## config.mk

```make
export PLATFORM = sky130hd
export DESIGN_NAME = inst_fetch_queue
export DESIGN_NICKNAME = d
export VERILOG_FILES = /design/src/rtl/inst_fetch_queue.sv
export SDC_FILE = /design/constraint.sdc
export NUM_CORES = 1
export LEC_CHECK = 0
export ABC_CLOCK_PERIOD_IN_PS = 3200
export CELL_PAD_IN_SITES_DETAIL_PLACEMENT = 1
export CELL_PAD_IN_SITES_GLOBAL_PLACEMENT = 2
export CORE_MARGIN = 2
export CORE_UTILIZATION = 36
export DETAILED_ROUTE_END_ITERATION = 8
export PLACE_DENSITY_LB_ADDON = 0.08
export RECOVER_POWER = 25
export SYNTH_ARGS = -nofsm -noshare
export SYNTH_HDL_FRONTEND = slang
export SYNTH_SLANG_ARGS = --single-unit
export TNS_END_PERCENT = 50
```

## constraint.sdc

```tcl
create_clock -name clock -period 3.2 [get_ports clock]
set_clock_uncertainty 0.05 [all_clocks]
set_input_delay 0.48 -clock clock [delete_from_list [all_inputs] [get_ports clock]]
set_output_delay 0.48 -clock clock [all_outputs]
set_load 0.05 [all_outputs]
```

## src/rtl/inst_fetch_queue.sv

```systemverilog
// rtl/inst_fetch_queue.sv - instruction prefetch FIFO between CPU and instruction memory
// Optional hit/redirect counters are built when INST_FETCH_QUEUE_STATS_EN is defined.
module inst_fetch_queue #(
  parameter int         DEPTH   = 4,
  parameter logic [4:0] HALT_OP = 5'b00001
) (
  input  logic        clock,
  input  logic        reset,
  input  logic        enable,
  input  logic        start,
  input  logic        cpu_i_rd,
  input  logic [7:0]  cpu_i_addr,
  output logic [15:0] i_datain,
  output logic        i_valid,
  output logic [7:0]  mem_addr,
  output logic        mem_re,
  input  logic [15:0] mem_rdata,
  output logic [15:0] perf_hits,
  output logic [15:0] perf_flushes
);
  localparam int AW = $clog2(DEPTH);
  localparam int CW = AW + 1;

  typedef enum logic [1:0] {IDLE, RUN, HALTED} state_t;
  state_t state;

  logic [7:0]    addr_q  [DEPTH];
  logic [15:0]   instr_q [DEPTH];
  logic [AW-1:0] rd_ptr, wr_ptr;
  logic [CW-1:0] count;
  logic [7:0]    fetch_addr;
  // rvalid: mem_rdata this cycle answers the read issued last cycle (address in raddr)
  logic          rvalid;
  logic [7:0]    raddr;

  logic        active, start_go, fifo_empty, hit, redirect, halt_pop, push, issue;
  logic [7:0]  head_addr;
  logic [15:0] head_instr;
  logic [4:0]  occ;

  always_comb begin
    active     = (state == RUN) && enable;
    start_go   = start && enable;
    fifo_empty = (count == '0);
    head_addr  = addr_q[rd_ptr];
    head_instr = instr_q[rd_ptr];
    hit        = active && !start_go && cpu_i_rd && !fifo_empty && (head_addr == cpu_i_addr);
    redirect   = active && !start_go && cpu_i_rd &&
                 (fifo_empty ? !(rvalid || mem_re) : (head_addr != cpu_i_addr));
    halt_pop   = hit && (head_instr[15:11] == HALT_OP);
    push       = rvalid && !redirect && !start_go;
    // Both outstanding reads (arriving now and issued now) reserve a slot
    occ        = 5'(count) + 5'(rvalid) + 5'(mem_re);
    issue      = active && !start_go && !redirect && !halt_pop && (occ < 5'(DEPTH));
  end

  always_ff @(posedge clock) begin
    if (push) begin
      addr_q[wr_ptr]  <= raddr;
      instr_q[wr_ptr] <= mem_rdata;
    end
  end

  always_ff @(posedge clock or negedge reset) begin
    if (!reset) begin
      state      <= IDLE;
      rd_ptr     <= '0;
      wr_ptr     <= '0;
      count      <= '0;
      fetch_addr <= 8'h00;
      rvalid     <= 1'b0;
      raddr      <= 8'h00;
      i_datain   <= 16'h0000;
      i_valid    <= 1'b0;
      mem_re     <= 1'b0;
      mem_addr   <= 8'h00;
    end else if (start_go) begin
      // Restart issues address 0 right away so the first CPU request sees a read in flight
      state      <= RUN;
      rd_ptr     <= '0;
      wr_ptr     <= '0;
      count      <= '0;
      rvalid     <= 1'b0;
      i_valid    <= 1'b0;
      mem_re     <= 1'b1;
      mem_addr   <= 8'h00;
      fetch_addr <= 8'h01;
    end else begin
      rvalid  <= mem_re && !redirect;
      raddr   <= mem_addr;
      i_valid <= hit;
      if (hit) begin
        i_datain <= head_instr;
      end
      if (halt_pop) begin
        state <= HALTED;
      end
      if (redirect) begin
        rd_ptr     <= '0;
        wr_ptr     <= '0;
        count      <= '0;
        mem_re     <= 1'b1;
        mem_addr   <= cpu_i_addr;
        fetch_addr <= cpu_i_addr + 8'h01;
      end else begin
        if (hit) begin
          rd_ptr <= rd_ptr + 1'b1;
        end
        if (push) begin
          wr_ptr <= wr_ptr + 1'b1;
        end
        count  <= count + CW'(push) - CW'(hit);
        mem_re <= issue;
        if (issue) begin
          mem_addr   <= fetch_addr;
          fetch_addr <= fetch_addr + 8'h01;
        end
      end
    end
  end

`ifdef INST_FETCH_QUEUE_STATS_EN
  logic [15:0] hit_cnt, flush_cnt;

  always_ff @(posedge clock or negedge reset) begin
    if (!reset) begin
      hit_cnt   <= 16'h0000;
      flush_cnt <= 16'h0000;
    end else begin
      if (hit && (hit_cnt != 16'hFFFF)) begin
        hit_cnt <= hit_cnt + 16'h0001;
      end
      if (redirect && (flush_cnt != 16'hFFFF)) begin
        flush_cnt <= flush_cnt + 16'h0001;
      end
    end
  end

  assign perf_hits    = hit_cnt;
  assign perf_flushes = flush_cnt;
`else
  assign perf_hits    = 16'h0000;
  assign perf_flushes = 16'h0000;
`endif
endmodule

```

==> results.md <==
- DRC Markers: 0
- Crit path to: count[1]
- Starting Density: 0.367
- Share of power burned in registers: 0.445
- Boundary pin count: 87
- PD cells: 705 nW/µm²
- Die width: 139 µm
- Synth area leaders: edfxtp_1 44%, dfrtp_1 20%, mux4_2 5.1%
- Worst vdd ir: 0.403 mV
- Main synth FF type: edfxtp_1
- Layout cells sized above 1: 0.266
- First-pass GRT wire length: 23200 µm
- Total length of routed wires: 14900 µm
- Global Route Usage Sum: 0.160
- Setup WS pre-CTS: -0.307 ns
- Critical path type: reg2reg
- Post-Syn Area: 6570 µm²
- Fin. max-slew vios: 0
- Clock slew at reported path FFs: 0.06 ns
- Power Total: 5.82 mW
- EDFF count, synth: 96
- Setup_tns: 0 ns
- Setup violators final: 0
- RSZ-0062 raised after global routing: yes
- Number of cells on the worst reg-to-reg path: 14
- Post-Syn Area per Cell: 15.6 µm²
- Slew margin rel.: 0.643
- Fmax: 319 MHz
- Rows: 49
- R2R Setup Slk: 0.06 ns
- Via count: 3729
- FF-to-FF End: count[1]
- Clock share of power: 0.346
- Sw power: 1.71 mW
- Slew @ Worst Pin: 0.535 ns
- Fillers: 1790
- Layout Area Growth over Synthesis: 25.7%
- Max incr delay on CP: 0.53 ns
- CTS H-tree depth: 4
- Distinct cells, synth: 52
- N_diodes: 0
- Post-route cell area: 8250 µm²
- Async SR Flop Fraction: 0.351
- Global route overflow: 0
- Vias/cell: 4.87
- Cells after Synth: 421
- Commonest cells after routing, fill and taps aside: 96 x edfxtp_1, 50 x dfrtp_1, 41 x clkdlybuf4s50_1
- Gpl congestion: 0.744
- Initial DRC Count: 172
- Core area: 17900 µm²
- Worst R2R Start: rd_ptr[0]
- Cell taking the most area after synthesis: edfxtp_1
- Number of synthesized register bits: 148
- Final #Nets: 563
- Synth warnings: 0
- Vias in the first global route: 4080
- Antenna violations before repair: 0
- Antenna-violating nets left: 0
- Int Power: 4.11 mW
- CTS tree: yes
- Num CTS Buffers: 17
- CTS root buf: clkbuf_16
- Critical path, cell by cell: buf_6 > mux4_2 > xnor2_2 > and3_4 > a21oi_4 > buf_6 > a21oi_4 > nand2_1 > ha_1 > inv_1 > ha_1 > inv_1 > fa_2 > nor2_1
- Worst Path Required: 3.47 ns
- Maxcap violations: 0
- Crit share post-route: 0.981
- Status: finished, final reports clean
- Share of the synthesized area in the top cell type: 0.439
- CTS Sinks: 148
- Register area share after synthesis: 0.637
- Worst-Skew Late Latency: 0.42 ns
- Layout Utilization: 0.461
- Die H: 139 µm
- Crit. End Element: flop
- Final Hold Vio Count: 0
- Worst setup margin: 0.0620 ns
- Critical path's slowest cell: mux4_2
- Hold Crit Class: reg2reg
- HPWL Detailed: 9830 µm
- Combinational Power Share: 0.209
- Worst setup path start: rd_ptr[0]
- Die area: 19300 µm²
- Fin crit period: 3.14 ns
- Buffers on Ports: 54
- Commonest non-fill, non-tap cell in the layout: edfxtp_1
- Max clock buf depth: 2
- Setup crit start kind: flop
- Drt wl/cell: 19.4 µm
- Crit-path max FO: 6
- Drt first pass iters: 4
- Leakage: 3.22 nW
- Net Sw Frac: 0.295
- Largest net degree at the start of global routing: 37
- Sequential cell area: 4190 µm²
- Dpl cell area: 7510 µm²
- Crit path DAT: 3.41 ns
- Area of the multi-input gates: 2140 µm²
==> routing by layer <==
layer  vias to the layer above  wire (µm)  GRT usage
met4                         0        183     0.0478
li1                       1716          -          -
met1                      1935       6640      0.206
met3                        14        439     0.0394
met5                         -          0          0
met2                        64       7590      0.270
==> flip-flops by register name (all words and copies together) (netlist names) <==
signal and cells:
instr_q 64, addr_q 32, i_datain 16, fetch_addr 8, mem_addr 8, raddr 8, count 3, rd_ptr 2
state 2, wr_ptr 2, i_valid 1, mem_re 1, rvalid 1
==> logic make-up (layout without fill, tap and decap cells) <==
| group | Yosys count | count (layout) | synth area share |
|---|---|---|---|
| AO/OA/AOI/OAI | 47 | 47 | 0.0505 |
| buffers and inverters | 59 | 144 | 0.0667 |
| multiplexers | 56 | 56 | 0.130 |
| adder cells (fa/ha/maj) | 10 | 10 | 0.0202 |
| other | 1 | 32 | 0.000571 |
| XOR/XNOR | 22 | 22 | 0.0293 |
| AND/OR/NAND/NOR | 78 | 78 | 0.0657 |
| flip-flops | 148 | 148 | 0.637 |
==> timing repair <==
action                                  4_1_cts  5_1_grt
hold buffers                                  1        0
endpoints found under the hold margin        15        0
pin swaps                                     0        3
resized for setup                             4       26
cloned                                        0        1
endpoints found under the setup margin       18       18
buffers inserted                              1        2
==> critical path: cells and delay by family (launching register included) <==
kind	cells	cell delay, ns
adder cells (fa/ha/maj)	3	0.92
multiplexers	1	0.53
flip-flops	1	0.46
buffers and inverters	4	0.39
AND/OR/NAND/NOR	3	0.33
AO/OA/AOI/OAI	2	0.20
XOR/XNOR	1	0.16
==> synth_stat cells, types with 2 or more instances <==
cell type / instances
mux4_1: 5
buf_6: 4
nand4_1: 2
xnor2_1: 16
mux2_2: 19
and2_1: 15
a21o_1: 2
a31o_2: 7
mux4_2: 15
clkbuf_8: 4
o21a_1: 2
nand2b_1: 2
buf_4: 33
nand3_1: 9
nor3_1: 2
nand2_1: 18
a21oi_4: 2
o21ai_1: 3
and3_1: 8
ha_1: 9
inv_1: 7
edfxtp_1: 96
o21ai_0: 13
dfrtp_1: 52
a22oi_1: 4
mux2i_1: 17
nor2_1: 12
a21oi_1: 4
clkbuf_1: 7
a31oi_1: 4
buf_2: 2
xor2_1: 6
==> worst min path at each step <==
stage                  from            to  slack [ns]  depth (start not counted)
3_3_place_gp       state[1]      state[1]        0.42                          1
2_1_floorplan         reset      count[0]        0.13                          0
3_5_place_dp          reset        rvalid        0.44                          1
4_1_cts        i_datain[14]  i_datain[14]        0.46                          1
6_report       i_datain[14]  i_datain[14]        0.45                          1
5_1_grt        i_datain[12]  i_datain[12]        0.48                          1
==> metrics by stage <==
step / cells / hold slack [ns]
after floorplan: 452 / 0.134
after global placement: 729 / 0.425
after detailed placement: 729 / 0.440
after CTS: 763 / 0.460
after global routing: 766 / 0.481
final: 766 / 0.454
==> power groups by stage <==
| stage | clock network, mW | logic [mW] | registers (mW) |
|---|---|---|---|
| floorplan | 0 | 0.651 | 2.71 |
| global placement | 0 | 1.18 | 2.61 |
| detailed placement | 0 | 1.20 | 2.62 |
| CTS | 2.07 | 1.22 | 2.59 |
| global route | 2.14 | 1.32 | 2.63 |
| finish | 2.01 | 1.22 | 2.59 |
==> area by class of cell <==
type,instances,share of cell area
inverter,7,0.00318
sequential,148,0.507
timing repair buffer,105,0.124
tap,229,0.0347
multi-input combinational,245,0.259
clock buffer,19,0.0525
clock inverter,13,0.0190
Power figures use the tool's default switching activity.
